`src/rtl/seg7_pkg.sv`:
```
// Shared types, blank code and active-low hex segment table for the 7-segment scan driver.
package seg7_pkg;

  localparam int unsigned DIGIT_W = 4;
  localparam int unsigned SEG_W   = 7;

  typedef logic [DIGIT_W-1:0] digit_t;
  typedef logic [SEG_W-1:0]   seg_t;

  localparam seg_t SEG_BLANK = 7'h7F;

  // Active-low codes, bit0=a ... bit6=g, for 0-9 then A b C d E F.
  localparam seg_t SEG_CODES [16] = '{
    7'h40, 7'h79, 7'h24, 7'h30, 7'h19, 7'h12, 7'h02, 7'h78,
    7'h00, 7'h10, 7'h08, 7'h03, 7'h46, 7'h21, 7'h06, 7'h0E
  };

endpackage

```
`src/rtl/seg7_scan_driver_if.sv`:
```
// Load handshake between the producer of display data and the scan driver.
// The blink_mask signal exists only when SEG7_BLINK_EN is defined.
interface seg7_scan_driver_if #(
  parameter int unsigned NUM_DIGITS = 4
);

  logic                    load;
  logic [4*NUM_DIGITS-1:0] digits_in;
  logic [NUM_DIGITS-1:0]   blank_mask;
`ifdef SEG7_BLINK_EN
  logic [NUM_DIGITS-1:0]   blink_mask;
`endif
  logic                    update_ack;

`ifdef SEG7_BLINK_EN
  modport master (output load, digits_in, blank_mask, blink_mask, input update_ack);
  modport slave  (input load, digits_in, blank_mask, blink_mask, output update_ack);
`else
  modport master (output load, digits_in, blank_mask, input update_ack);
  modport slave  (input load, digits_in, blank_mask, output update_ack);
`endif

endinterface

```
`src/rtl/seg7_hex_decoder.sv`:
```
// Combinational hex digit to active-low 7-segment decoder.
module seg7_hex_decoder
  import seg7_pkg::*;
(
  input  digit_t digit,
  output seg_t   seg_n_c
);

  always_comb seg_n_c = SEG_CODES[digit];

endmodule

```
`src/rtl/seg7_scan_driver.sv`:
```
// Time-multiplexed N-digit common-anode 7-segment scan driver with tear-free frame updates.
// Optional blinking is built when SEG7_BLINK_EN is defined.
module seg7_scan_driver
  import seg7_pkg::*;
#(
  parameter int unsigned NUM_DIGITS  = 4,
  parameter int unsigned REFRESH_DIV = 50000
`ifdef SEG7_BLINK_EN
  ,
  parameter int unsigned BLINK_FRAMES = 64
`endif
)(
  input  logic                  clk,
  input  logic                  rst_n,
  seg7_scan_driver_if.slave     ld,
  output seg_t                  seg_n,
  output logic [NUM_DIGITS-1:0] an_n,
  output logic                  frame_done
);

  localparam int unsigned IDX_W = $clog2(NUM_DIGITS);
  localparam int unsigned PRE_W = $clog2(REFRESH_DIV);
  localparam int unsigned DIG_W = DIGIT_W * NUM_DIGITS;
  localparam logic [IDX_W-1:0] LAST_IDX = IDX_W'(NUM_DIGITS - 1);
  localparam logic [PRE_W-1:0] LAST_PRE = PRE_W'(REFRESH_DIV - 1);

  logic                  tick_c, wrap_c;
  logic [PRE_W-1:0]      presc_q, presc_nxt;
  logic [IDX_W-1:0]      idx_q, idx_nxt;
  logic [DIG_W-1:0]      pend_digits_q, pend_digits_nxt;
  logic [DIG_W-1:0]      act_digits_q, act_digits_nxt;
  logic [NUM_DIGITS-1:0] pend_blank_q, pend_blank_nxt;
  logic [NUM_DIGITS-1:0] act_blank_q, act_blank_nxt;
  logic [NUM_DIGITS-1:0] blank_eff;
  logic                  pend_flag_q, pend_flag_nxt;
  logic                  update_ack_q, update_ack_nxt;
  logic                  frame_done_nxt;
  seg_t                  seg_nxt, dec_seg;
  logic [NUM_DIGITS-1:0] an_nxt;
  digit_t                digit_sel;
  logic                  blank_sel;

`ifdef SEG7_BLINK_EN
  localparam int unsigned FR_W = (BLINK_FRAMES > 1) ? $clog2(BLINK_FRAMES) : 1;
  localparam logic [FR_W-1:0] LAST_FR = FR_W'(BLINK_FRAMES - 1);

  logic [NUM_DIGITS-1:0] pend_blink_q, pend_blink_nxt;
  logic [NUM_DIGITS-1:0] act_blink_q, act_blink_nxt;
  logic [FR_W-1:0]       frame_cnt_q, frame_cnt_nxt;
  logic                  phase_q, phase_nxt;
`endif

  assign ld.update_ack = update_ack_q;

  // Prescaler, scan index and pending/active data next-state.
  always_comb begin
    tick_c          = (presc_q == LAST_PRE);
    wrap_c          = tick_c && (idx_q == LAST_IDX);
    presc_nxt       = tick_c ? '0 : presc_q + PRE_W'(1);
    idx_nxt         = idx_q;
    pend_digits_nxt = pend_digits_q;
    pend_blank_nxt  = pend_blank_q;
    act_digits_nxt  = act_digits_q;
    act_blank_nxt   = act_blank_q;
    pend_flag_nxt   = pend_flag_q;
    update_ack_nxt  = 1'b0;
    frame_done_nxt  = wrap_c;
`ifdef SEG7_BLINK_EN
    pend_blink_nxt  = pend_blink_q;
    act_blink_nxt   = act_blink_q;
    frame_cnt_nxt   = frame_cnt_q;
    phase_nxt       = phase_q;
`endif

    if (tick_c) begin
      idx_nxt = (idx_q == LAST_IDX) ? '0 : idx_q + IDX_W'(1);
    end

    // A load coinciding with the frame boundary bypasses the pending stage.
    if (wrap_c && ld.load) begin
      act_digits_nxt = ld.digits_in;
      act_blank_nxt  = ld.blank_mask;
`ifdef SEG7_BLINK_EN
      act_blink_nxt  = ld.blink_mask;
`endif
      pend_flag_nxt  = 1'b0;
      update_ack_nxt = 1'b1;
    end else if (wrap_c && pend_flag_q) begin
      act_digits_nxt = pend_digits_q;
      act_blank_nxt  = pend_blank_q;
`ifdef SEG7_BLINK_EN
      act_blink_nxt  = pend_blink_q;
`endif
      pend_flag_nxt  = 1'b0;
      update_ack_nxt = 1'b1;
    end else if (ld.load) begin
      pend_digits_nxt = ld.digits_in;
      pend_blank_nxt  = ld.blank_mask;
`ifdef SEG7_BLINK_EN
      pend_blink_nxt  = ld.blink_mask;
`endif
      pend_flag_nxt   = 1'b1;
    end

`ifdef SEG7_BLINK_EN
    if (wrap_c) begin
      if (frame_cnt_q == LAST_FR) begin
        frame_cnt_nxt = '0;
        phase_nxt     = ~phase_q;
      end else begin
        frame_cnt_nxt = frame_cnt_q + FR_W'(1);
      end
    end
    blank_eff = act_blank_nxt | (phase_nxt ? act_blink_nxt : '0);
`else
    blank_eff = act_blank_nxt;
`endif

    // Select the digit that becomes visible after this edge.
    digit_sel = '0;
    blank_sel = 1'b1;
    for (int unsigned i = 0; i < NUM_DIGITS; i++) begin
      if (idx_nxt == IDX_W'(i)) begin
        digit_sel = act_digits_nxt[DIGIT_W*i +: DIGIT_W];
        blank_sel = blank_eff[i];
      end
    end
  end

  seg7_hex_decoder u_dec (
    .digit   (digit_sel),
    .seg_n_c (dec_seg)
  );

  // Display pins change only on a slot tick.
  always_comb begin
    seg_nxt = seg_n;
    an_nxt  = an_n;
    if (tick_c) begin
      if (blank_sel) begin
        seg_nxt = SEG_BLANK;
        an_nxt  = '1;
      end else begin
        seg_nxt = dec_seg;
        an_nxt  = ~(NUM_DIGITS'(1) << idx_nxt);
      end
    end
  end

  always_ff @(posedge clk or negedge rst_n) begin
    if (!rst_n) begin
      presc_q       <= '0;
      idx_q         <= LAST_IDX;
      pend_digits_q <= '0;
      pend_blank_q  <= '1;
      act_digits_q  <= '0;
      act_blank_q   <= '1;
      pend_flag_q   <= 1'b0;
      update_ack_q  <= 1'b0;
      frame_done    <= 1'b0;
      seg_n         <= SEG_BLANK;
      an_n          <= '1;
    end else begin
      presc_q       <= presc_nxt;
      idx_q         <= idx_nxt;
      pend_digits_q <= pend_digits_nxt;
      pend_blank_q  <= pend_blank_nxt;
      act_digits_q  <= act_digits_nxt;
      act_blank_q   <= act_blank_nxt;
      pend_flag_q   <= pend_flag_nxt;
      update_ack_q  <= update_ack_nxt;
      frame_done    <= frame_done_nxt;
      seg_n         <= seg_nxt;
      an_n          <= an_nxt;
    end
  end

`ifdef SEG7_BLINK_EN
  always_ff @(posedge clk or negedge rst_n) begin
    if (!rst_n) begin
      pend_blink_q <= '0;
      act_blink_q  <= '0;
      frame_cnt_q  <= '0;
      phase_q      <= 1'b0;
    end else begin
      pend_blink_q <= pend_blink_nxt;
      act_blink_q  <= act_blink_nxt;
      frame_cnt_q  <= frame_cnt_nxt;
      phase_q      <= phase_nxt;
    end
  end
`endif

endmodule

```
`src/flat_wrapper.sv`:
```
// flat-port wrapper written by rule: the top's interface ports become plain ports
module seg7_scan_driver_flat import seg7_pkg::*;
#(
  parameter int unsigned NUM_DIGITS  = 4,
  parameter int unsigned REFRESH_DIV = 50000

)
  (clk, rst_n, seg_n, an_n, frame_done, ld_load, ld_digits_in, ld_blank_mask, ld_update_ack);
  seg7_scan_driver_if #(.NUM_DIGITS(NUM_DIGITS)) ld_i ();
  input  logic clk;
  input  logic rst_n;
  output seg_t seg_n;
  output logic [NUM_DIGITS-1:0] an_n;
  output logic frame_done;
  input wire logic [$bits(ld_i.load)-1:0] ld_load;
  input wire logic [$bits(ld_i.digits_in)-1:0] ld_digits_in;
  input wire logic [$bits(ld_i.blank_mask)-1:0] ld_blank_mask;
  output wire logic [$bits(ld_i.update_ack)-1:0] ld_update_ack;
  assign ld_i.load = ld_load;
  assign ld_i.digits_in = ld_digits_in;
  assign ld_i.blank_mask = ld_blank_mask;
  assign ld_update_ack = ld_i.update_ack;
  seg7_scan_driver #(.NUM_DIGITS(NUM_DIGITS), .REFRESH_DIV(REFRESH_DIV)) u_core (.clk(clk), .rst_n(rst_n), .ld(ld_i), .seg_n(seg_n), .an_n(an_n), .frame_done(frame_done));
endmodule
```
`config.mk`:
```
export PLATFORM = sky130hd
export DESIGN_NAME = seg7_scan_driver_flat
export DESIGN_NICKNAME = d
export VERILOG_FILES = /design/src/rtl/seg7_pkg.sv /design/src/rtl/seg7_scan_driver_if.sv /design/src/rtl/seg7_hex_decoder.sv /design/src/rtl/seg7_scan_driver.sv /design/src/flat_wrapper.sv
export SDC_FILE = /design/constraint.sdc
export NUM_CORES = 1
export LEC_CHECK = 0
export ABC_AREA = 0
export CAP_MARGIN = 20
export CORE_MARGIN = 1
export CORE_UTILIZATION = 60
export CTS_CLUSTER_DIAMETER = 100
export DETAILED_ROUTE_END_ITERATION = 16
export PLACE_DENSITY = 0.81
export SYNTH_ARGS = -nofsm -noshare
export SYNTH_HDL_FRONTEND = slang
export SYNTH_HIERARCHICAL = 1
export SYNTH_SLANG_ARGS = --single-unit
```
`constraint.sdc`:
```
create_clock -name clk -period 5.3 [get_ports clk]
set_input_delay 0.53 -clock clk [delete_from_list [all_inputs] [get_ports clk]]
set_output_delay 0.53 -clock clk [all_outputs]
set_load 0.02 [all_outputs]
```
==> results_dict.tcl, run 1 <==
set metrics [dict create \
    syn_nets 364 \
    grt_setup_unrepaired "no" \
    routabilityCongestion 0.827 \
    num_io_pins 36 \
    vias 2539 \
    drive_above_1_share_pct 15.9 \
    grt_max_degree 73 \
    ctsHoldBuffers 0 \
    hold_violations 0 \
    synthToLayoutAreaGrowth_pct 16.0 \
    die_width_um 79.5 \
    p_total_uw 1090 \
    firstDrtPassIters 4 \
    syn_area_um2 3600 \
    cts_setup_buffers 0 \
    clk_latency_ns 0.33 \
    ys_types 46 \
    crit_type "reg2reg" \
    synthArstFlopShare_pct 100 \
    dieHeight_um 79.5 \
    setup_tns_ns 0 \
    leakage_uw 0.00186 \
    drt-initial-drc-count 128 \
    critPathCaptureType "flip-flop" \
    grt_pass1_wl_um 12300 \
    syn_avg_cell_area_um2 10.9 \
    port_buffers 35 \
    final_cell_count_no_fill 442 \
    h-tree-depth 3 \
    ys.flop_type "dfrtp_1" \
    ys_ff_latch 72 \
    numCtsBuffers 9 \
    status "completed" \
    relSlewSlack_pct 30.6 \
    fmax_mhz 239 \
    grt-ovfl-total 0 \
    worst-slew-pin-transition_ns 1.04 \
    drv_cap 0 \
    vdd_ir_drop_max_v 0.000176 \
    powerDensity_nw_per_um2 262 \
    cts-root-buf "clkbuf_8" \
    hp-class "in2async" \
    skew_ns 0.00805 \
    post_drt_wl_per_cell_um 16.3 \
    worst_setup_path_start_kind "flip-flop" \
    antenna_cells 0 \
    max-clock-path-buffers 2 \
    cts_resized 0 \
    grt.total_usage_pct 25.6 \
    coreArea_um2 5640 \
    via_per_inst 5.74 \
    drv_slew 0 \
    antenna_found_initial 0 \
    fp.dieArea_um2 6320 \
    seq_area_frac_synth_pct 50.7 \
    dp_hpwl_um 4900 \
    nets 397 \
    finalSetupViolCount 0 \
    dp.cells 426 \
    period_needed_ns 4.18 \
    worst-path-max-fanout 28 \
    synth-edff-count 0 \
    worstPathArrival_ns 4.44 \
    cts.sinks 72 \
    grt_pass1_vias 2568 \
    drc 0 \
    antenna_left 0 \
    initial_core_util_pct 63.9 \
    yosysWarnings 6 \
    cp.required_ns 5.56 \
    synth_cells 332 \
    cts_tree "built" \
    wirelength_um 7200 \
    core.rowCount 27 \
    min_period_over_period_pct 78.8 \
    clk_pin_slew_ns 0.07 \
]
## worst max-delay path, cell delays in order (launching register included)
cell     delay [ns]
dfstp_2        0.55
ha_1           0.49
nand4_1        0.17
nor4_2         0.39
and2_1         0.83
o21ai_1        0.29
a22oi_1        0.22
nand2_1        0.17
inv_1          0.19
ha_1           0.26
nand2_1        0.10
a21oi_1        0.09
a31oi_1        0.16
inv_1          0.06
a31oi_1        0.12
## Yosys cell counts (2+ instances only)
cell type  instances  area share, %
dfstp_2           21             15
a41oi_1            3           0.73
o21a_1             2           0.42
and2_1             2           0.35
nor2_1            39            4.1
ha_1               9            3.1
o21ai_0            4           0.56
xor2_1             8            1.9
o22ai_1            5           0.87
nand3_4            2           0.97
a31oi_1            9            1.6
inv_1             17            1.8
or4b_4             2           0.76
nand2b_1           2           0.35
nand2_1           36            3.8
clkbuf_1           5           0.52
o32a_1             2           0.56
xnor2_1            5            1.2
and3_1             3           0.52
mux2i_1           19            5.3
o21ai_1           20            2.8
a21oi_1            2           0.28
a22oi_1            8            1.7
mux2_1            11            3.4
dfrtp_1           51             35
buf_6              3           0.94
buf_2              7           0.97
nand3_1            8            1.1
mux2_2            10            3.1
## metal layers
layer	up-vias	share of wire [%]	track usage (%)	routed length (µm)
met2	85	46	37.6	3300
li1	1220	-	-	-
met5	-	0	0	0
met1	1230	47	37.3	3410
met3	4	6.0	5.71	431
met4	0	0.81	8.91	58
## power breakdown
| group | internal (µW) | switching [µW] | total (µW) | leakage [µW] |
|---|---|---|---|---|
| registers | 568 | 7.95 | 575 | 0.000792 |
| logic | 27.1 | 24.0 | 51.1 | 0.000962 |
| clock network | 278 | 190 | 468 | 0.000108 |
## cell families (layout without fill, tap and decap cells)
| group | Yosys count | after routing | synth area share [%] |
|---|---|---|---|
| buffers and inverters | 34 | 72 | 4.52 |
| multiplexers | 40 | 40 | 11.8 |
| flip-flops | 72 | 72 | 50.7 |
| adder cells (fa/ha/maj) | 9 | 9 | 3.13 |
| XOR/XNOR | 13 | 13 | 3.16 |
| AO/OA/AOI/OAI | 62 | 62 | 12.7 |
| AND/OR/NAND/NOR | 102 | 102 | 13.9 |
## flip-flops by register name, indices dropped and copies added, names as in the netlist
signal and count:
u_core/pend_blank_q 4, u_core/pend_flag_q 1, u_core/seg_n 7, u_core/pend_digits_q 16, u_core/act_blank_q 4, u_core/presc_q 16
u_core/idx_q 2, u_core/frame_done 1, u_core/an_n 4, u_core/act_digits_q 16, u_core/ld.update_ack 1
## final timing paths
| path | start | slack (ns) | cells after the start | endpoint |
|---|---|---|---|---|
| worst max-delay path | u_core/idx_q[0] | 1.12 | 14 | u_core/seg_n[3] |
| max in group asynchronous | rst_n | 4.35 | 2 | u_core/pend_digits_q[6] |
| worst max register to register | u_core/idx_q[0] | 1.12 | 14 | u_core/seg_n[3] |
| worst min-delay path | rst_n | 0.39 | 2 | u_core/pend_digits_q[14] |
| min in group clk | u_core/presc_q[0] | 0.47 | 1 | u_core/presc_q[0] |
| worst min register to register | u_core/presc_q[0] | 0.47 | 1 | u_core/presc_q[0] |
## per-stage QoR
step	worst slack [ns]	instance area, µm²	hold WS [ns]	util (%)
floorplan	1.84	3600	0.234	-
global placement	1.23	3970	0.443	70.3
detailed placement	1.20	3970	0.445	70.3
CTS	1.16	4180	0.419	74.1
global route	0.708	4180	0.482	74.1
finish	1.12	4180	0.391	74.1
## final cells by class
class / instances / area (µm²)
Sequential cell: 72 / 1830
Clock buffer: 13 / 149
Inverter: 18 / 67.6
Fill cell: 418 / 1460
Clock inverter: 3 / 65.1
Tap cell: 72 / 90.1
Multi-Input combinational cell: 226 / 1610
Timing Repair Buffer: 38 / 368
## layout by cell type (no fill, tap or decap), types with 2 or more instances in the layout
cell / count
ha_1: 9
xor2_1: 8
inv_1: 17
a22oi_1: 8
clkdlybuf4s50_1: 34
o21ai_1: 20
dfstp_2: 21
o22ai_1: 5
nand2_1: 36
and2_1: 2
bufinv_16: 2
nand2b_1: 2
o32a_1: 2
dfrtp_1: 51
buf_4: 3
clkbuf_1: 3
clkbuf_8: 10
a31oi_1: 9
o21a_1: 2
nor2_1: 39
mux2_2: 10
mux2i_1: 19
mux2_1: 11
and3_1: 3
a41oi_1: 3
nand3_4: 2
or4b_4: 2
nand3_1: 8
o21ai_0: 4
xnor2_1: 5
a21oi_1: 2
No activity file was read; power rests on OpenSTA's default activity.
==> run 2, diff against run 1 <==
CORE_UTILIZATION = 51   (was 60)
PLACE_DENSITY = 0.73   (was 0.81)
clock period = 3.7 ns   (was 5.3 ns; I/O delays follow)
==> run 2 against run 1 <==
Net effect:
- sequential share of layout area shrank 2.0 points
- worst setup slack lost 0.85 ns
- via count shrank 0.39%
- die area grew 17%
- sequential power grew 43%
- largest cell class unchanged
==> results_dict.tcl, run 2 (synthesis gave the netlist of run 1 again) <==
set metrics [dict create \
    firstDrtPassIters 4 \
    max-clock-path-buffers 2 \
    num_io_pins 36 \
    grt_pass1_wl_um 11600 \
    seqPwrFrac_pct 52.1 \
    worst_setup_path_start_kind "flip-flop" \
    nets 413 \
    layout_common_cells "dfrtp_1 (51), nor2_1 (35), clkdlybuf4s50_1 (34), nand2_1 (34), dfstp_2 (21)" \
    status "completed" \
    cp.required_ns 3.95 \
    routabilityCongestion 0.838 \
    p_int_uw 1250 \
    grt_setup_unrepaired "no" \
    worst-path-max-fanout 8 \
    drc 0 \
    worstPathArrival_ns 3.68 \
    grt_pass1_vias 2471 \
    clk_latency_ns 0.34 \
    cp_slowest_cell "or4b_4" \
    hold_start "u_core/presc_q[0]" \
    final_area_um2 4380 \
    period_needed_ns 3.43 \
    cp.buffers_inverters 4 \
    antenna_cells 0 \
    dp_hpwl_um 4770 \
    cts_tree "built" \
    holdPathStages 1 \
    crit_path_max_incr_delay_ns 0.58 \
    fmax_mhz 292 \
    post_drt_wl_per_cell_um 14.7 \
    relSlewSlack_pct 58.1 \
    clk_pin_slew_ns 0.07 \
    port_buffers 35 \
    vias 2529 \
    coreArea_um2 6790 \
    drt-initial-drc-count 154 \
    cts.sinks 72 \
    grt.total_usage_pct 20.4 \
    cts-root-buf "clkbuf_8" \
    hold_path_end "u_core/presc_q[0]" \
    r2r_setup_slack_ns 0.27 \
    leakage_uw 0.00194 \
    via_per_inst 5.25 \
    setup_tns_ns 0 \
    core.rowCount 30 \
    wirelength_um 7090 \
    reg2reg_to "u_core/seg_n[3]" \
    ff2ff_path_depth 15 \
    grt-ovfl-total 0 \
    die_width_um 86.0 \
    antenna_left 0 \
    worstPathCellList "or4b_4, nor4_4, buf_6, mux2i_4, inv_1, nor2_2, a22oi_1, nand2_1, inv_2, ha_1, or2_2, a21oi_1, a31oi_1, inv_1, a31oi_1" \
    netSwitchingFraction_pct 20.7 \
    h-tree-depth 3 \
    antenna_found_initial 0 \
    r2r-start "u_core/presc_q[5]" \
    worst-slew-pin-transition_ns 0.629 \
    clkPwrFrac_pct 43.1 \
    placed_area_um2 4070 \
    initial_core_util_pct 53.0 \
    min_period_over_period_pct 92.7 \
    vdd_ir_drop_max_v 0.000212 \
    grt_max_degree 52 \
    synthToLayoutAreaGrowth_pct 21.6 \
    finalSetupViolCount 0 \
    drv_cap 0 \
    switchingPower_uw 328 \
    fp.dieArea_um2 7400 \
    dieHeight_um 86.0 \
    skew_ns 0.00846 \
    hold_violations 0 \
    nFillCells 540 \
    hp-class "reg2reg" \
    crit_family "simple AND/OR/NAND/NOR gates" \
    drive_above_1_share_pct 21.8 \
    final_common_cell "dfrtp_1" \
    powerDensity_nw_per_um2 360 \
    critPathCaptureType "flip-flop" \
    numCtsBuffers 9 \
    p_comb_share_pct 4.8 \
    drv_slew 0 \
    reg_top3 "u_core/act_digits_q: 16 flops, u_core/pend_digits_q: 16 flops, u_core/presc_q: 16 flops" \
    crit_type "reg2reg" \
]
## run 2: cell count changes in the layout (fill, tap and decap cells not counted), sizes merged
cell	previous run	this run
buf	4	18
clkinv	2	1
dlygate4sd3	0	1
inv	17	18
nand3	10	11
## run 2: layer usage
| metal | global-route usage [%] | part of all wire [%] | up-vias |
|---|---|---|---|
| met4 | 10.2 | 1.7 | 0 |
| li1 | - | - | 1258 |
| met2 | 32.1 | 48 | 48 |
| met3 | 4.14 | 3.2 | 10 |
| met5 | 0 | 0 | - |
| met1 | 26.9 | 47 | 1213 |
## run 2: layout make-up
| class | instances | area, µm² | area share, % |
|---|---|---|---|
| repair buffers | 53 | 499 | 11.4 |
| flip-flops and latches | 72 | 1830 | 41.7 |
| inverters | 18 | 67.6 | 1.54 |
| clock inverters | 3 | 65.1 | 1.48 |
| multi-input cells | 227 | 1650 | 37.7 |
| well taps | 96 | 120 | 2.74 |
| clock buffers | 13 | 149 | 3.40 |
## run 2: metrics by stage
step	setup WS [ns]	hold slack, ns	util (%)	total power [µW]	std cells
2_1_floorplan	0.244	0.0744	-	863	332
3_3_place_gp	0.212	0.354	59.9	911	458
3_5_place_dp	0.129	0.361	59.9	914	458
4_1_cts	0.107	0.465	63.2	1590	475
5_1_grt	0.00665	0.492	64.5	1630	482
6_report	0.271	0.463	64.5	1580	482
## run 2: timing repair
item                       CTS  global route
setup endpoints to repair    0             7
hold endpoints to repair    14             0
hold buffers                 1             0
resized for setup            0            12
buffers inserted             0             6
## run 2: how the worst max path moves through the flow
stage,start,endpoint,slack (ns),depth (start not counted)
after global placement,u_core/presc_q[5],u_core/seg_n[3],0.21,15
after floorplan,u_core/presc_q[5],u_core/seg_n[3],0.24,14
after detailed placement,u_core/presc_q[5],u_core/seg_n[3],0.13,15
final,u_core/presc_q[5],u_core/seg_n[3],0.27,15
after global routing,u_core/presc_q[5],u_core/seg_n[3],0.007,15
after CTS,u_core/presc_q[5],u_core/seg_n[3],0.11,15
## run 2: power groups by stage
| stage | combinational, µW | clock [µW] | sequential [µW] |
|---|---|---|---|
| 3_5_place_dp | 76.0 | 0 | 838 |
| 3_3_place_gp | 74.3 | 0 | 837 |
| 5_1_grt | 83.8 | 725 | 826 |
| 2_1_floorplan | 28.6 | 0 | 834 |
| 6_report | 75.2 | 681 | 823 |
| 4_1_cts | 77.1 | 692 | 823 |
## run 2: worst register-to-register path: stages (launching register included)
cell and delay (ns):
dfrtp_1 0.44, or4b_4 0.59, nor4_4 0.32, buf_6 0.20
mux2i_4 0.31, inv_1 0.14, nor2_2 0.19, a22oi_1 0.09
nand2_1 0.18, inv_2 0.09, ha_1 0.20, or2_2 0.28
a21oi_1 0.12, a31oi_1 0.06, inv_1 0.07, a31oi_1 0.07
